[config.mk]
export PLATFORM = sky130hd
export DESIGN_NAME = fx_bus_arb
export DESIGN_NICKNAME = d
export VERILOG_FILES = /design/src/rtl/fx_bus_arb.sv
export SDC_FILE = /design/constraint.sdc
export NUM_CORES = 1
export LEC_CHECK = 0
export CAP_MARGIN = 20
export CORE_MARGIN = 5
export CORE_UTILIZATION = 37
export DETAILED_ROUTE_END_ITERATION = 16
export PLACE_DENSITY = 0.76
export SLEW_MARGIN = 10
export SYNTH_ARGS = -nofsm -noshare
export SYNTH_HDL_FRONTEND = slang
export SYNTH_SLANG_ARGS = --single-unit
export TNS_END_PERCENT = 1
[constraint.sdc]
create_clock -name clk_sys -period 1.5 [get_ports clk_sys]
set_input_delay 0.15 -clock clk_sys [delete_from_list [all_inputs] [get_ports clk_sys]]
set_output_delay 0.15 -clock clk_sys [all_outputs]
set_load 0.02 [all_outputs]
[src/rtl/fx_bus_arb.sv]
// fx_bus_arb: grants the fx register bus to requester A or B for one access at a time.
// Define FX_ARB_RR_EN for round-robin arbitration; otherwise A has fixed priority on ties.
module fx_bus_arb #(
    parameter int RD_LAT = 2,
    parameter int GAP    = 1
) (
    input  logic        clk_sys,
    input  logic        rst,
    input  logic        a_req,
    input  logic        a_we,
    input  logic [15:0] a_addr,
    input  logic [7:0]  a_wdata,
    output logic        a_done,
    output logic [7:0]  a_rdata,
    input  logic        b_req,
    input  logic        b_we,
    input  logic [15:0] b_addr,
    input  logic [7:0]  b_wdata,
    output logic        b_done,
    output logic [7:0]  b_rdata,
    output logic [15:0] fx_waddr,
    output logic        fx_wr,
    output logic [7:0]  fx_data,
    output logic        fx_rd,
    output logic [15:0] fx_raddr,
    input  logic [7:0]  fx_q
);

    localparam logic [2:0] S_IDLE  = 3'd0;
    localparam logic [2:0] S_WRITE = 3'd1;
    localparam logic [2:0] S_READ  = 3'd2;
    localparam logic [2:0] S_RWAIT = 3'd3;
    localparam logic [2:0] S_DONE  = 3'd4;
    localparam logic [2:0] S_GAP   = 3'd5;

    localparam logic [2:0] LAT_LOAD = 3'(RD_LAT - 1);
    localparam logic [1:0] GAP_LOAD = 2'((GAP > 0) ? (GAP - 1) : 0);
    localparam bit         GAP_EN   = (GAP > 0);

    logic [2:0]  state_r;
    logic        owner_r;
    logic [2:0]  lat_cnt_r;
    logic [1:0]  gap_cnt_r;
`ifdef FX_ARB_RR_EN
    logic        last_b_r;
`endif

    logic        req_any_s;
    logic        grant_b_s;
    logic        sel_we_s;
    logic [15:0] sel_addr_s;
    logic [7:0]  sel_wdata_s;

    // Winner selection and operand mux for the IDLE grant decision
    always_comb begin
        req_any_s = a_req | b_req;
`ifdef FX_ARB_RR_EN
        grant_b_s = b_req & (~a_req | ~last_b_r);
`else
        grant_b_s = b_req & ~a_req;
`endif
        sel_we_s    = grant_b_s ? b_we    : a_we;
        sel_addr_s  = grant_b_s ? b_addr  : a_addr;
        sel_wdata_s = grant_b_s ? b_wdata : a_wdata;
    end

    // Access sequencer; strobes and done pulses are loaded one cycle ahead so every output is a flop
    always_ff @(posedge clk_sys) begin
        if (rst) begin
            state_r   <= S_IDLE;
            owner_r   <= 1'b0;
            lat_cnt_r <= 3'd0;
            gap_cnt_r <= 2'd0;
            fx_waddr  <= 16'h0000;
            fx_raddr  <= 16'h0000;
            fx_data   <= 8'h00;
            fx_wr     <= 1'b0;
            fx_rd     <= 1'b0;
            a_done    <= 1'b0;
            b_done    <= 1'b0;
            a_rdata   <= 8'h00;
            b_rdata   <= 8'h00;
`ifdef FX_ARB_RR_EN
            last_b_r  <= 1'b1;
`endif
        end else begin
            fx_wr  <= 1'b0;
            fx_rd  <= 1'b0;
            a_done <= 1'b0;
            b_done <= 1'b0;
            case (state_r)
                S_IDLE: begin
                    if (req_any_s) begin
                        owner_r <= grant_b_s;
                        if (sel_we_s) begin
                            fx_wr    <= 1'b1;
                            fx_waddr <= sel_addr_s;
                            fx_data  <= sel_wdata_s;
                            state_r  <= S_WRITE;
                        end else begin
                            fx_rd    <= 1'b1;
                            fx_raddr <= sel_addr_s;
                            state_r  <= S_READ;
                        end
                    end else begin
                        state_r <= S_IDLE;
                    end
                end
                S_WRITE: begin
                    a_done  <= ~owner_r;
                    b_done  <= owner_r;
                    state_r <= S_DONE;
                end
                S_READ: begin
                    lat_cnt_r <= LAT_LOAD;
                    state_r   <= S_RWAIT;
                end
                S_RWAIT: begin
                    if (lat_cnt_r == 3'd0) begin
                        if (owner_r) begin
                            b_rdata <= fx_q;
                        end else begin
                            a_rdata <= fx_q;
                        end
                        a_done  <= ~owner_r;
                        b_done  <= owner_r;
                        state_r <= S_DONE;
                    end else begin
                        lat_cnt_r <= lat_cnt_r - 3'd1;
                    end
                end
                S_DONE: begin
`ifdef FX_ARB_RR_EN
                    last_b_r <= owner_r;
`endif
                    if (GAP_EN) begin
                        gap_cnt_r <= GAP_LOAD;
                        state_r   <= S_GAP;
                    end else begin
                        state_r <= S_IDLE;
                    end
                end
                S_GAP: begin
                    if (gap_cnt_r == 2'd0) begin
                        state_r <= S_IDLE;
                    end else begin
                        gap_cnt_r <= gap_cnt_r - 2'd1;
                    end
                end
                default: begin
                    state_r <= S_IDLE;
                end
            endcase
        end
    end

endmodule
Yosys cells after proc, flatten, opt, wreduce, memory -nomap -nowiden
Index checks and enable logic that the tools add are counted.
{"block": "op_classes", "addsub": 2, "eq_ne": 9, "n_bitwise": 7, "n_reduce_logical": 14, "n_mux": 18}
{"cell": "3-bit one-hot mux with 6 select lines", "count": 1}
{"cell": "16-bit 2-to-1 mux", "count": 1}
{"cell": "3-bit 2-to-1 mux", "count": 4}
{"cell": "3-bit AND reduction", "count": 4}
{"cell": "8-bit 2-to-1 mux", "count": 1}
{"cell": "2-bit != test, second input constant", "count": 4}
{"cell": "2-bit AND reduction", "count": 4}
{"cell": "3-bit by 2-bit == test with 1-bit output, second input constant", "count": 2}
{"cell": "3-bit == test, second input constant", "count": 2}
{"cell": "3-bit zero test", "count": 2}
{"cell": "3-bit one-hot mux with 2 select lines", "count": 1}
{"cell": "1-bit 2-to-1 mux", "count": 5}
{"cell": "1-bit NOT", "count": 5}
{"cell": "2-bit 2-to-1 mux", "count": 2}
{"cell": "1-bit one-hot mux with 2 select lines", "count": 2}
{"cell": "2-bit one-hot mux with 2 select lines", "count": 1}
{"cell": "2-bit nonzero test", "count": 2}
{"cell": "3-bit by 1-bit == test with 1-bit output, second input constant", "count": 1}
{"cell": "3-bit OR reduction", "count": 1}
{"cell": "3-bit by 1-bit subtractor with 3-bit output, second input constant", "count": 1}
{"cell": "2-bit zero test", "count": 1}
{"cell": "2-bit by 1-bit subtractor with 2-bit output, second input constant", "count": 1}
{"cell": "1-bit bitwise AND", "count": 1}
{"cell": "1-bit bitwise OR", "count": 1}
{"block": "word_totals", "inputBits": 62, "register_bits": 69, "output_inout_bits": 60, "elab_cells": 63}

Longest topological paths before layout
{"block": "logic_depth", "depth_word": 6, "mapped_depth": 8, "ltp_nobuf": 7}

Least setup slack after synthesis
No wires, ideal clock.
{"block": "synth_timing", "path_kind": "reg-to-reg", "from": "register state_r[0]", "to": "register fx_waddr[14]", "stages_incl_launch_ff": 6, "slack_ns": -0.209, "synth_period_minus_slack_ns": 1.709, "n_path_buf": 2, "setup_time_ns": 0.123, "required_ns": 1.377, "arrival_ns": 1.586, "cell_sequence": "dfxtp_1 -> buf_6 -> or4_4 -> nor2_8 -> buf_6 -> mux2_1"}
{"block": "synth_via", "elab_chain_cells": 2}
{"element": "start: declaration", "line": "40", "text": "logic [2:0] state_r;"}
{"element": "start signal: assignment", "line": "70", "text": "state_r <= S_IDLE;"}
{"element": "start signal: assignment", "line": "99", "text": "state_r <= S_WRITE;"}
{"element": "start signal: assignment", "line": "103", "text": "state_r <= S_READ;"}
{"element": "3-bit zero test", "line": "91", "text": "case (state_r)"}
{"element": "3-bit AND reduction (no line)"}
{"element": "end signal: assignment", "line": "97", "text": "fx_waddr <= sel_addr_s;"}
{"element": "end: declaration", "line": "21", "text": "output logic [15:0] fx_waddr,"}
Every way passes these cells.
A chain may end at the register's enable or synchronous reset.

Worst setup path after layout
{"block": "layout_timing", "from": "register state_r[1]", "to": "register fx_waddr[1]"}
Same word-level chain as after synthesis.

==> impl_metrics.tcl <==
set metrics [dict create \
    wl_per_cell_um 15.1 \
    worstSetupStartpointType "flip-flop" \
    synthXorXnorAreaFrac 0 \
    nets 530 \
    yosys_warnings 0 \
    coreArea_mm2 0.00859 \
    synth.net_count 391 \
    antenna_found_initial 0 \
    finalWirelength_um 8710 \
    p_total_uw 5510 \
    ir_drop_v 0.000548 \
    fin_cells 577 \
    dp.cells 562 \
    vias 2780 \
    final_util 0.582 \
    finalMaxSlewViolations 0 \
    antenna_cells 0 \
    power_leakage_uw 0.00215 \
    cpPeakStageDelay_ps 570 \
    layout_setup_ws_ps -127 \
    synth_compound_area_frac 0.103 \
    drt-initial-drc-count 39 \
    crit_chain "or4_4 -> nor2_8 -> buf_12 -> mux2_2" \
    failed_checks "negative setup slack" \
    cts_made_buffers 9 \
    cp_data_arrival_time_ps 1840 \
    finalCriticalPeriod_ps 1630 \
    synthCells 326 \
    hpwl_um 6320 \
    drive_gt1_frac 0.215 \
    ys_types 42 \
    ys_seq_area_frac 0.431 \
    hold_viol 0 \
    switching_share 0.293 \
    grt_max_degree 33 \
    combPwrFrac 0.340 \
    p_int_uw 3900 \
    antenna_left 0 \
    grt_pass1_wl_um 13300 \
    syn_area_mm2 0.00321 \
    syn_avg_cell_area_um2 9.84 \
    async_reset_ff_frac 0 \
    muxShareOfSynthArea 0.191 \
    max_freq_mhz 615 \
    post-cts-setup-buffers 0 \
    overflow 0 \
    power.switching_uw 1610 \
    rsz0062_at_grt "true" \
    num_io_pins 122 \
    insertion_delay_ps 320 \
    synthSimpleGateAreaFrac 0.205 \
    crit_type "flip-flop to flip-flop" \
    power_frac_seq 0.386 \
    required_ps 1710 \
    viasPerCell 4.82 \
    setup_viol 35 \
    synthAdderAreaFrac 0.0117 \
    grt_util_all_layers 0.159 \
    synth_edf_count 0 \
    start_util 0.373 \
    die_w_um 103 \
    h-tree-depth 3 \
    synth-main-ff-cell "dfxtp_1" \
    hold_path_class "primary input to flip-flop" \
    fin_crit_sh 1.08 \
    end_kind "flip-flop" \
    cts_num_sinks 69 \
    tritoncts "done" \
    area_delta_synth_final_pct 55.9 \
    outcome "complete, but fails checks" \
    cts_root_buf "clkbuf_8" \
    drv_cap 0 \
    reg2reg_slack_ps -130 \
    placementRows 34 \
    place.gp.congestion 0.832 \
    clockPowerShare 0.274 \
    dieArea_mm2 0.0106 \
    cp_slowest_cell "or4_4" \
    crit_path_max_fanout 9 \
    drc 0 \
    worst_pin_slew_ps 306 \
    power_density_mw_per_mm2 1100 \
    path_clk_slew_ps 70 \
    clockBufferDepth 2 \
    die_h_um 103 \
    synth_top_family_by_area "simple AND/OR/NAND/NOR gates" \
    synth_seq_cells 69 \
    io_buffers 121 \
    slew_headroom 0.791 \
    skew_ps 5.46 \
    first_global_vias 2813 \
    dr.pass1.iters 4 \
]
what timing repair did:
action | 4_1_cts | 5_1_grt
pin swaps | 3 | 2
setup endpoints to repair | 56 | 65
gates resized for setup | 7 | 19
hold buffers | 0 | 0
placed cells by master (no fill, tap or decap), drive strengths merged, types with 4 or more instances in the layout:
cell type	synthesis	routed
dlymetal6s2s	0	8
clkdlybuf4s50	0	111
nand2	38	38
nor2b	34	34
o221a	8	8
clkbuf	12	11
a31oi	8	8
nor4	4	4
nor2	21	21
mux2i	17	17
buf	9	29
inv	15	15
nand2b	6	6
nor3b	8	8
dfxtp	69	69
a21oi	23	23
mux2	32	32
layout make-up:
class / count / area (um^2)
fill: 753 / 3590
multi-input combinational: 220 / 1690
timing repair buffer: 149 / 1530
clock buffer: 11 / 151
inverter: 16 / 60.1
clock inverter: 4 / 47.5
tap: 108 / 135
sequential: 69 / 1390
power groups by stage:
stage	Sequential [uW]	Clock [uW]	Combinational [uW]
final	2130	1510	1870
after global routing	2150	1650	1990
after CTS	2130	1550	1850
after detailed placement	2160	0	1820
after global placement	2160	0	1780
after floorplan	2370	0	798
routing by layer:
| layer | track usage | up-vias | share of wire |
|---|---|---|---|
| met1 | 0.177 | 1300 | 0.39 |
| met2 | 0.283 | 83 | 0.51 |
| met3 | 0.0629 | 10 | 0.086 |
| li1 | - | 1387 | - |
| met4 | 0.0369 | 0 | 0.010 |
| met5 | 0 | - | 0 |
worst max-delay path, delay by kind of cell, from the launching register on:
family / cells / cell delay, ps
buf+inv: 1 / 140
flops: 1 / 330
mux: 1 / 330
simple gates: 2 / 710
synth_stat cells (4+ instances only):
library cell / number / area (um^2)
nand2b_1: 5 / 31.3
mux2_4: 19 / 285
inv_1: 15 / 56.3
mux2_2: 12 / 135
nand2_1: 37 / 139
clkbuf_1: 12 / 45.0
mux2i_1: 16 / 160
dfxtp_1: 69 / 1380
nor2_1: 20 / 75.1
buf_6: 4 / 45.0
o221a_2: 8 / 90.1
nor2b_1: 34 / 213
a31oi_1: 8 / 50.1
a21oi_1: 23 / 115
nor3b_1: 8 / 60.1
cell families (layout without fill, tap and decap cells):
group / count (synthesis) / after routing
compound gates: 49 / 49
fa+ha+maj: 3 / 3
buf+inv: 37 / 180
flops: 69 / 69
mux: 49 / 49
simple gates: 119 / 119
path summary, 6_finish.rpt:
check,from,end,cells after the start
worst max-delay path,state_r[1],fx_waddr[1],4
worst min-delay path,rst,fx_waddr[5],3
worst max register to register,state_r[1],fx_waddr[1],4
worst min register to register,a_rdata[6],a_rdata[6],2
registers in the layout (all words and copies together) (netlist names):
register,count
b_rdata,8
a_rdata,8
state_r,3
gap_cnt_r,2
fx_raddr,16
fx_rd,1
a_done,1
fx_data,8
fx_waddr,16
fx_wr,1
lat_cnt_r,3
owner_r,1
b_done,1
per-stage QoR:
| step | hold slack (ps) | worst slack (ps) | TNS, ps | cell area, um^2 |
|---|---|---|---|---|
| floorplan | 294 | -136 | -3060 | 3220 |
| global placement | 468 | -549 | -18770 | 4720 |
| detailed placement | 470 | -573 | -19890 | 4720 |
| CTS | 313 | -148 | -3010 | 4940 |
| global route | 327 | -171 | -3840 | 5000 |
| finish | 331 | -127 | -1960 | 5000 |
Power figures use the tool's default switching activity.
